### src/rtl/iolab_bus_pkg.sv
// Shared encodings for the bus read-return path: FSM states, latched source kind, counter width.
package iolab_bus_pkg;

  localparam int CNT_W = 8;

  typedef enum logic [1:0] {
    IDLE = 2'd0,
    WAIT = 2'd1,
    ERRW = 2'd2,
    RESP = 2'd3
  } state_e;

  typedef enum logic [1:0] {
    SRC_MEM  = 2'd0,
    SRC_IO   = 2'd1,
    SRC_NONE = 2'd2
  } src_e;

  function automatic int unsigned idx_width(int unsigned n);
    return (n > 1) ? $clog2(n) : 1;
  endfunction

endpackage

### src/rtl/io_sel_prienc.sv
// Priority encoder over active-low IO chip selects; the lowest asserted index wins.
module io_sel_prienc #(
  parameter int unsigned N_IO  = 4,
  parameter int unsigned IDX_W = 2
) (
  input  logic [N_IO-1:0]  cs_n_i,
  output logic [IDX_W-1:0] idx_o,
  output logic             found_o
);

  // Scan from the top down so the lowest asserted select is the last to write.
  always_comb begin
    found_o = 1'b0;
    idx_o   = '0;
    for (int k = int'(N_IO) - 1; k >= 0; k--) begin
      if (!cs_n_i[k]) begin
        found_o = 1'b1;
        idx_o   = IDX_W'(k);
      end
    end
  end

endmodule

### src/rtl/wb_rd_mux_ws.sv
// Registered read-data return path: selects memory or one IO port, inserts wait states,
// and returns the word with a one-cycle ack (or a one-cycle err for an unselected IO read).
module wb_rd_mux_ws
  import iolab_bus_pkg::*;
#(
  parameter int unsigned DW       = 16,
  parameter int unsigned N_IO     = 4,
  parameter int unsigned MEM_WAIT = 1,
  parameter int unsigned IO_WAIT  = 2,
  parameter int unsigned TIMEOUT  = 15
) (
  input  logic               wb_clk_i,
  input  logic               wb_rst_i,
  input  logic               wb_cyc_i,
  input  logic               wb_stb_i,
  input  logic               wb_we_i,
  input  logic               wb_tga_i,
  input  logic [DW-1:0]      mem_dat_i,
  input  logic [N_IO-1:0]    io_cs_n_i,
  input  logic [N_IO*DW-1:0] io_dat_i,
  output logic [DW-1:0]      wb_dat_o,
  output logic               wb_ack_o,
  output logic               wb_err_o,
  output logic               busy_o
);

  localparam int unsigned IDX_W = idx_width(N_IO);

  state_e             state_q, state_d;
  src_e               src_q, src_d;
  logic [IDX_W-1:0]   idx_q, idx_d;
  logic [CNT_W-1:0]   cnt_q, cnt_d;
  logic [DW-1:0]      dat_q, dat_d;
  logic               ack_q, ack_d;
  logic               err_q, err_d;

  logic               req;
  logic [IDX_W-1:0]   sel_idx;
  logic               sel_found;
  logic [DW-1:0]      src_dat;

  assign req = wb_cyc_i & wb_stb_i & ~wb_we_i;

  io_sel_prienc #(
    .N_IO  (N_IO),
    .IDX_W (IDX_W)
  ) u_sel (
    .cs_n_i  (io_cs_n_i),
    .idx_o   (sel_idx),
    .found_o (sel_found)
  );

  // N_IO+1:1 mux driven by the source latched at request time, not the live selects.
  always_comb begin
    src_dat = mem_dat_i;
    if (src_q == SRC_IO) begin
      src_dat = '0;
      for (int k = 0; k < int'(N_IO); k++) begin
        if (idx_q == IDX_W'(k)) src_dat = io_dat_i[k*DW +: DW];
      end
    end
  end

  always_ff @(posedge wb_clk_i) begin
    if (wb_rst_i) state_q <= IDLE;
    else          state_q <= state_d;
  end

  always_comb begin
    state_d = state_q;
    case (state_q)
      IDLE: if (req) state_d = (!wb_tga_i || sel_found) ? WAIT : ERRW;
      WAIT, ERRW: begin
        if (!wb_cyc_i)       state_d = IDLE;
        else if (cnt_q == '0) state_d = RESP;
      end
      RESP:    state_d = IDLE;
      default: state_d = IDLE;
    endcase
  end

  // Datapath next values; dat/ack/err default to 0 so the outputs clear on leaving RESP.
  always_comb begin
    src_d = src_q;
    idx_d = idx_q;
    cnt_d = cnt_q;
    dat_d = '0;
    ack_d = 1'b0;
    err_d = 1'b0;
    case (state_q)
      IDLE: begin
        if (req) begin
          idx_d = sel_idx;
          if (!wb_tga_i) begin
            src_d = SRC_MEM;
            cnt_d = CNT_W'(MEM_WAIT);
          end else if (sel_found) begin
            src_d = SRC_IO;
            cnt_d = CNT_W'(IO_WAIT);
          end else begin
            src_d = SRC_NONE;
            cnt_d = CNT_W'(TIMEOUT - 1);
          end
        end
      end
      WAIT, ERRW: begin
        if (!wb_cyc_i) begin
          cnt_d = '0;
        end else if (cnt_q != '0) begin
          cnt_d = cnt_q - CNT_W'(1);
        end else if (state_q == WAIT) begin
          dat_d = src_dat;
          ack_d = 1'b1;
        end else begin
          err_d = 1'b1;
        end
      end
      default: ;
    endcase
  end

  always_ff @(posedge wb_clk_i) begin
    if (wb_rst_i) begin
      src_q <= SRC_MEM;
      idx_q <= '0;
      cnt_q <= '0;
      dat_q <= '0;
      ack_q <= 1'b0;
      err_q <= 1'b0;
    end else begin
      src_q <= src_d;
      idx_q <= idx_d;
      cnt_q <= cnt_d;
      dat_q <= dat_d;
      ack_q <= ack_d;
      err_q <= err_d;
    end
  end

  assign wb_dat_o = dat_q;
  assign wb_ack_o = ack_q;
  assign wb_err_o = err_q;
  assign busy_o   = (state_q != IDLE);

endmodule

### config.mk
export PLATFORM = sky130hd
export DESIGN_NAME = wb_rd_mux_ws
export DESIGN_NICKNAME = d
export VERILOG_FILES = /design/src/rtl/iolab_bus_pkg.sv /design/src/rtl/io_sel_prienc.sv /design/src/rtl/wb_rd_mux_ws.sv
export SDC_FILE = /design/constraint.sdc
export NUM_CORES = 1
export LEC_CHECK = 0
export BUFFER_PORTS_ARGS = -buffer_cell sky130_fd_sc_hd__buf_2
export CAP_MARGIN = 5
export CORE_MARGIN = 2
export CORE_UTILIZATION = 40
export DETAILED_ROUTE_END_ITERATION = 7
export PLACE_DENSITY = 0.76
export SYNTH_ARGS = -nofsm -noshare
export SYNTH_HDL_FRONTEND = slang
export SYNTH_SLANG_ARGS = --single-unit
### constraint.sdc
create_clock -name wb_clk_i -period 2.1 [get_ports wb_clk_i]
set_clock_uncertainty 0.1 [all_clocks]
set_input_delay 0.21 -clock wb_clk_i [delete_from_list [all_inputs] [get_ports wb_clk_i]]
set_output_delay 0.21 -clock wb_clk_i [all_outputs]
set_load 0.03 [all_outputs]
==> metrics.log, run 1 <==
[metrics] outcome: finished, final reports clean
[metrics] Mapped Cells: 205
[metrics] count of final max-slew check failures: 0
[metrics] CTS sink count: 32
[metrics] number of antenna violations at the first check in global routing: 0
[metrics] synthesized flop and latch total: 32
[metrics] CTS H-tree lvls: 2
[metrics] clock-pin slew on the worst setup and hold paths: around 0.060 ns
[metrics] min cycle time layout: between 2 and 2.5 ns
[metrics] count of endpoints failing hold in the final timing report: 0
[metrics] critical path start-end classification: reg -> reg
[metrics] placed wire-length estimate after detailed placement: 4030 um
[metrics] fraction of the yosys area taken by sequential cells: 0.344
[metrics] unrepaired setup endpoints after global routing: no
[metrics] synthesized area per cell: 9.08 um^2
[metrics] die height: 72.2 um
[metrics] clock tree buffer depth: 2
[metrics] relative max-transition margin: 0.584
[metrics] placement-stage worst setup slack: 0.0722 ns
[metrics] crit-path most repeated cell: sky130_fd_sc_hd__or4_4
[metrics] share of layout cells above drive strength 1: 0.483
[metrics] count of synthesis-stage warnings from yosys: 0
[metrics] CORE AREA: 4410 um^2
[metrics] commonest non-fill, non-tap cell in the layout: sky130_fd_sc_hd__buf_2
[metrics] Cell Chain, Critical Path: or4_4, or4_4, or4_1, a21boi_1
[metrics] GR Layer Usage met3: 0.0403
[metrics] sequential cell area in the final layout: between 600 and 700 um^2
[metrics] count of port buffers added during placement: 108
[metrics] maximum fanout along the worst path: 6
[metrics] DRT antenna net count: 0
[metrics] setup TNS: 0 ns
[metrics] cell depth of the worst flop-to-flop path: 4
[metrics] TritonCTS clock tree: yes
[metrics] area delta synth->final: 41.8%
[metrics] effective utilization at floorplan: 0.421
[metrics] post-route clock period utilization: 0.956
[metrics] floorplan die area: 5210 um^2
[metrics] total stage count of the critical path: 4
[metrics] initial DRC count: 86
[metrics] vias in the first global route: around 1800
[metrics] busiest metal layer after global routing: met2
[metrics] fmax: 498 MHz
[metrics] top cell family by delay on the critical path: simple AND/OR/NAND/NOR gates
[metrics] leakage power figure: 1.21 nW
[metrics] average wire per cell in the routed design: 14.2 um
[metrics] Max VDD drop: 0.443 mV
[metrics] global-route congestion overflow total: 0
[metrics] final worst setup slack: 0.0928 ns
[metrics] net count of the mapped netlist: 300
[metrics] endpoint required time on the critical path: about 2.2 ns
[metrics] row count: 24
[metrics] routed vias/inst: between 5 and 6
[metrics] root buffer selected by CTS: sky130_fd_sc_hd__clkbuf_8
[metrics] number of buffers created by CTS: 5
[metrics] reported max-cap violation count: 0
[metrics] most frequent cells in the layout: sky130_fd_sc_hd__buf_2, sky130_fd_sc_hd__nand2_1, sky130_fd_sc_hd__dfxtp_1
[metrics] Worst setup EP type: flop
[metrics] number of antenna cells inserted: 0
[metrics] grt met1 use: 0.239
[metrics] global-route wire length before repair: around 8100 um
[metrics] DRC viols: 0
[metrics] GRT Util Overall: 0.199
[metrics] arrival time at the worst endpoint: 2.12 ns
[metrics] worst-skew pair later-pin latency: 0.28 ns
[metrics] path type of the worst min-delay path: in -> reg
[metrics] routing usage on met2: 0.349
[metrics] maximum number of pins on one net before global-route repair: 17
[metrics] routed wire length: ~5300 um
[metrics] transition time at the pin with the least slew margin: 0.624 ns
[metrics] Vias: 1996
[metrics] number of buffers and inverters on the critical path: 0
[metrics] number of iterations in the first detailed-routing pass: 4
[metrics] total power density per cell area: 756 nW/um^2
[metrics] Finish-stage setup viols: 0
[metrics] CP max stage delay: 0.54 ns
[metrics] Routability Congestion: 0.850
[metrics] synthesized area: about 1900 um^2
[metrics] Die W: 72.2 um
[metrics] Fill cells: around 410
[metrics] Top Ports: 109
[metrics] # nets final: 415
[metrics] startpoint class of the critical path: flop
[metrics] Slowest cell on crit path: sky130_fd_sc_hd__or4_4
[metrics] total area of multi-input combinational cells: 1170 um^2
[metrics] number of instances on the worst hold path: 3
[metrics] count of unique library cells instantiated by Yosys: 39
-- registers in the layout (all words and copies together), names as in the netlist --
signal and cells:
wb_err_o 1, wb_ack_o 1, idx_q 2, wb_dat_o 16
src_q 2, cnt_q 8, state_q 2
-- cells by family (layout without fill, tap and decap cells) --
kind of cell             count (synthesis)  count (layout)  share of synthesized area
buffers and inverters                   22             138                     0.0457
AO/OA/AOI/OAI                           46              46                      0.155
AND/OR/NAND/NOR                         83              83                      0.223
flip-flops                              32              32                      0.344
multiplexers                            17              17                      0.199
adder cells (fa/ha/maj)                  5               5                     0.0336
-- cell type report --
cell class | instances | share of cell area
repair buffers | 121 | 0.242
well taps | 52 | 0.0247
clock buffers | 8 | 0.0341
multi-input cells | 151 | 0.443
inverters | 9 | 0.0128
flip-flops and latches | 32 | 0.244
-- repair_timing --
item	in CTS	in global routing
endpoints found under the setup margin	0	7
hold buffers	0	0
resized for setup	0	10
setup buffers	0	1
-- through the flow --
stage / cells / power, mW / area, um^2 / hold WS, ns / utilization
finish: 373 / 2.00 / 2640 / 0.0650 / 0.598
global route: 373 / 2.12 / 2640 / 0.0661 / 0.598
CTS: 372 / 1.92 / 2590 / 0.0589 / 0.588
detailed placement: 364 / 1.44 / 2500 / 0.349 / 0.567
global placement: 364 / 1.42 / 2500 / 0.340 / 0.567
floorplan: 205 / 1.18 / 1860 / 0.213 / -
-- power breakdown --
| group | leakage [nW] | switching [mW] | internal, mW |
|---|---|---|---|
| logic | 0.907 | 0.415 | 0.396 |
| clock network | 0.0455 | 0.209 | 0.267 |
| registers | 0.260 | 0.0423 | 0.666 |
| total | 1.21 | 0.667 | 1.33 |
-- final timing paths --
check | start | end | slack, ns
worst max register to register | cnt_q[3] | cnt_q[7] | 0.09
worst max-delay path | cnt_q[3] | cnt_q[7] | 0.09
worst min-delay path | mem_dat_i[9] | wb_dat_o[9] | 0.06
worst min register to register | idx_q[1] | idx_q[1] | 0.35
-- cells in the mapped netlist (all sizes together) --
master / count / area (um^2)
nand4: 4 / 25.0
a31oi: 1 / 6.26
o31a: 1 / 10.0
o21ai: 3 / 15.0
o31ai: 4 / 30.0
ha: 5 / 62.6
clkbuf: 10 / 37.5
a21boi: 2 / 15.0
and4b: 1 / 10.0
nand2: 43 / 161
or2: 1 / 6.26
nor3b: 4 / 35.0
or4b: 1 / 10.0
a21oi: 24 / 120
a211oi: 1 / 12.5
nand2b: 2 / 12.5
mux2i: 1 / 10.0
o22ai: 2 / 12.5
nor2: 7 / 26.3
nand3: 4 / 20.0
nor4: 2 / 12.5
inv: 9 / 33.8
nor3: 5 / 25.0
o2bb2ai: 1 / 8.76
o22a: 2 / 17.5
mux4: 16 / 360
a311oi: 1 / 8.76
buf: 3 / 13.8
or4: 6 / 48.8
o211ai: 2 / 15.0
dfxtp: 32 / 641
nand4b: 1 / 8.76
a22oi: 1 / 7.51
o32ai: 1 / 8.76
nor2b: 2 / 12.5
-- routing by layer --
layer  up-vias  part of all wire  routed length, um
li1        989                 -                  -
met1       906              0.41               2180
met5         -                 0                  0
met4         0             0.010                 55
met3         5             0.093                492
met2        96              0.48               2560
-- worst register-to-register path: cells and delay by family (launching register included) --
kind	cells	cell delay (ns)
and+or+nand+nor	3	1.36
DFF	1	0.35
AOI/OAI and AO/OA	1	0.12
(Power assumes the default switching activity.)
==> run 2, diff against run 1 <==
==> constraint.sdc (replaced) <==
create_clock -name wb_clk_i -period 2 [get_ports wb_clk_i]
set_clock_uncertainty 0.1 [all_clocks]
set_input_delay 0.2 -clock wb_clk_i [delete_from_list [all_inputs] [get_ports wb_clk_i]]
set_output_delay 0.2 -clock wb_clk_i [all_outputs]
set_load 0.03 [all_outputs]
==> run 2 against run 1 <==
Effect of this change: wire length grew 0.70%; count of clock-buffer cells in the layout unchanged; core utilization rose by 1.5 points; worst hold slack lost 0.0084 ns; critical path depth stayed put; non-clock buffer count grew 7; first-iteration DRC count down 4.7%; largest cell class unchanged; setup slack got worse by 0.074 ns; register-to-register slack got worse by 0.07 ns; final cell count is 1.9% higher; critical path type unchanged.
==> metrics.log, run 2 (synthesized netlist as in run 1, its figures left out) <==
[metrics] combinational share of power: 0.420
[metrics] Top Ports: around 110
[metrics] placed standard-cell area: 2550 um^2
[metrics] maximum fanout along the worst path: 2
[metrics] Net Sw Frac: 0.332
[metrics] design internal power: 1.43 mW
[metrics] clock-pin slew on the worst setup and hold paths: around 0.060 ns
[metrics] routed wire length: roughly 5300 um
[metrics] leakage power figure: between 1 and 1.5 nW
[metrics] global-route wire length before repair: 8190 um
[metrics] Clock power frac: 0.236
[metrics] endpoint required time on the critical path: 2.12 ns
[metrics] placed wire-length estimate after detailed placement: between 4000 and 5000 um
[metrics] count of final max-slew check failures: 0
[metrics] total area of multi-input combinational cells: 1170 um^2
[metrics] critical path start-end classification: reg -> reg
[metrics] post-route clock period utilization: 0.991
[metrics] vias in the first global route: 1873
[metrics] maximum number of pins on one net before global-route repair: 17
[metrics] max FFs per register: 16
[metrics] GRT Util Overall: 0.201
[metrics] Cell Chain, Critical Path: or4_4, or4_4, or4_4, a21boi_2
[metrics] final worst setup slack: 0.0188 ns
[metrics] commonest non-fill, non-tap cell in the layout: sky130_fd_sc_hd__buf_2
[metrics] Routability Congestion: 0.867
[metrics] number of antenna cells inserted: 0
[metrics] fmax: 505 MHz
[metrics] number of hold-repair buffers added at the cts stage: 0
[metrics] placement-stage worst setup slack: ~0.010 ns
[metrics] Slowest cell on crit path: sky130_fd_sc_hd__or4_4
[metrics] root buffer selected by CTS: sky130_fd_sc_hd__clkbuf_8
[metrics] global-route congestion overflow total: 0
[metrics] path type of the worst min-delay path: in -> reg
[metrics] CTS sink count: 32
[metrics] CP max stage delay: 0.53 ns
[metrics] share of layout cells above drive strength 1: 0.497
[metrics] Non-Filler Instances: 380
[metrics] Worst setup EP type: flop
[metrics] number of antenna violations at the first check in global routing: 0
[metrics] fin area: 2710 um^2
[metrics] # nets final: 422
[metrics] reported max-cap violation count: 0
[metrics] arrival time at the worst endpoint: between 2 and 2.5 ns
[metrics] worst-skew pair later-pin latency: 0.28 ns
[metrics] Die W: 72.2 um
[metrics] total power density per cell area: 790 nW/um^2
[metrics] number of iterations in the first detailed-routing pass: 4
[metrics] setup TNS: 0 ns
[metrics] effective utilization at floorplan: 0.421
[metrics] power spent charging and discharging nets: slightly above 0.7 mW
[metrics] count of port buffers added during placement: between 100 and 150
[metrics] Placed Cells: 369
[metrics] routed vias/inst: 5.32
[metrics] top cell family by delay on the critical path: simple AND/OR/NAND/NOR gates
[metrics] relative max-transition margin: 0.597
[metrics] most frequent cells in the layout: sky130_fd_sc_hd__buf_2, sky130_fd_sc_hd__nand2_1, sky130_fd_sc_hd__dfxtp_1
[metrics] initial DRC count: 82
[metrics] number of buffers and inverters on the critical path: 0
[metrics] CTS H-tree lvls: 2
[metrics] clock tree buffer depth: 2
[metrics] Finish-stage setup viols: 0
[metrics] floorplan die area: 5210 um^2
[metrics] count of endpoints failing hold in the final timing report: 0
[metrics] min cycle time layout: ~2 ns
[metrics] die height: 72.2 um
[metrics] TritonCTS clock tree: yes
[metrics] Fill cells: just over 400
[metrics] transition time at the pin with the least slew margin: 0.605 ns
[metrics] sequential cell area in the final layout: roughly 640 um^2
[metrics] DRC viols: 0
[metrics] Max VDD drop: 0.445 mV
[metrics] row count: 24
[metrics] DRT antenna net count: 0
[metrics] startpoint class of the critical path: flop
[metrics] Vias: 2021
[metrics] unrepaired setup endpoints after global routing: yes
[metrics] part of the total power dissipated in sequential elements: 0.344
[metrics] crit-path most repeated cell: sky130_fd_sc_hd__or4_4
[metrics] core occupancy in the finished layout: 0.613
[metrics] outcome: finished, final reports clean
[metrics] number of buffers created by CTS: 5
[metrics] area delta synth->final: 45.4%
[metrics] average wire per cell in the routed design: roughly 14 um
[metrics] CORE AREA: ~4400 um^2
[run 2: worst paths after layout]
| path | from | to | slack (ns) | depth (start not counted) |
|---|---|---|---|---|
| max reg2reg | cnt_q[3] | cnt_q[7] | 0.02 | 4 |
| min reg2reg | idx_q[1] | idx_q[1] | 0.37 | 2 |
| max | cnt_q[3] | cnt_q[7] | 0.02 | 4 |
| min | mem_dat_i[3] | wb_dat_o[3] | 0.06 | 3 |
[run 2: worst register-to-register path, stage by stage (launching register included)]
cell                       delay [ns]
sky130_fd_sc_hd__dfxtp_2         0.32
sky130_fd_sc_hd__or4_4           0.53
sky130_fd_sc_hd__or4_4           0.43
sky130_fd_sc_hd__or4_4           0.43
sky130_fd_sc_hd__a21boi_2        0.12
[run 2: power by group through the flow]
stage          Sequential, mW  Combinational (mW)  Clock [mW]
2_1_floorplan           0.786               0.448           0
3_3_place_gp            0.743               0.787           0
3_5_place_dp            0.746               0.799           0
4_1_cts                 0.732               0.804       0.516
5_1_grt                 0.742               0.992       0.547
6_report                0.734               0.898       0.504
[run 2: cell type report]
| cell class | count | area share |
|---|---|---|
| repair buffers | 128 | 0.260 |
| multi-input cells | 151 | 0.433 |
| inverters | 9 | 0.0125 |
| clock buffers | 8 | 0.0333 |
| well taps | 52 | 0.0241 |
| flip-flops and latches | 32 | 0.237 |
[run 2: per-layer routing]
metal	vias to the layer above	routed length [um]	track usage
li1	1003	-	-
met1	925	2200	0.237
met2	84	2580	0.349
met3	9	478	0.0569
met4	0	77	0.0713
met5	-	0	0
[run 2: timing repair]
action | in CTS | in global routing
endpoints found under the hold margin | 0 | 0
buffers inserted | 0 | 3
setup endpoints to repair | 0 | 10
gates resized for setup | 0 | 11
[run 2: through the flow]
step	hold slack, ns	power, mW
after CTS	0.0485	2.05
after global routing	0.0543	2.28
after floorplan	0.203	1.23
after detailed placement	0.350	1.55
final	0.0566	2.14
after global placement	0.339	1.53
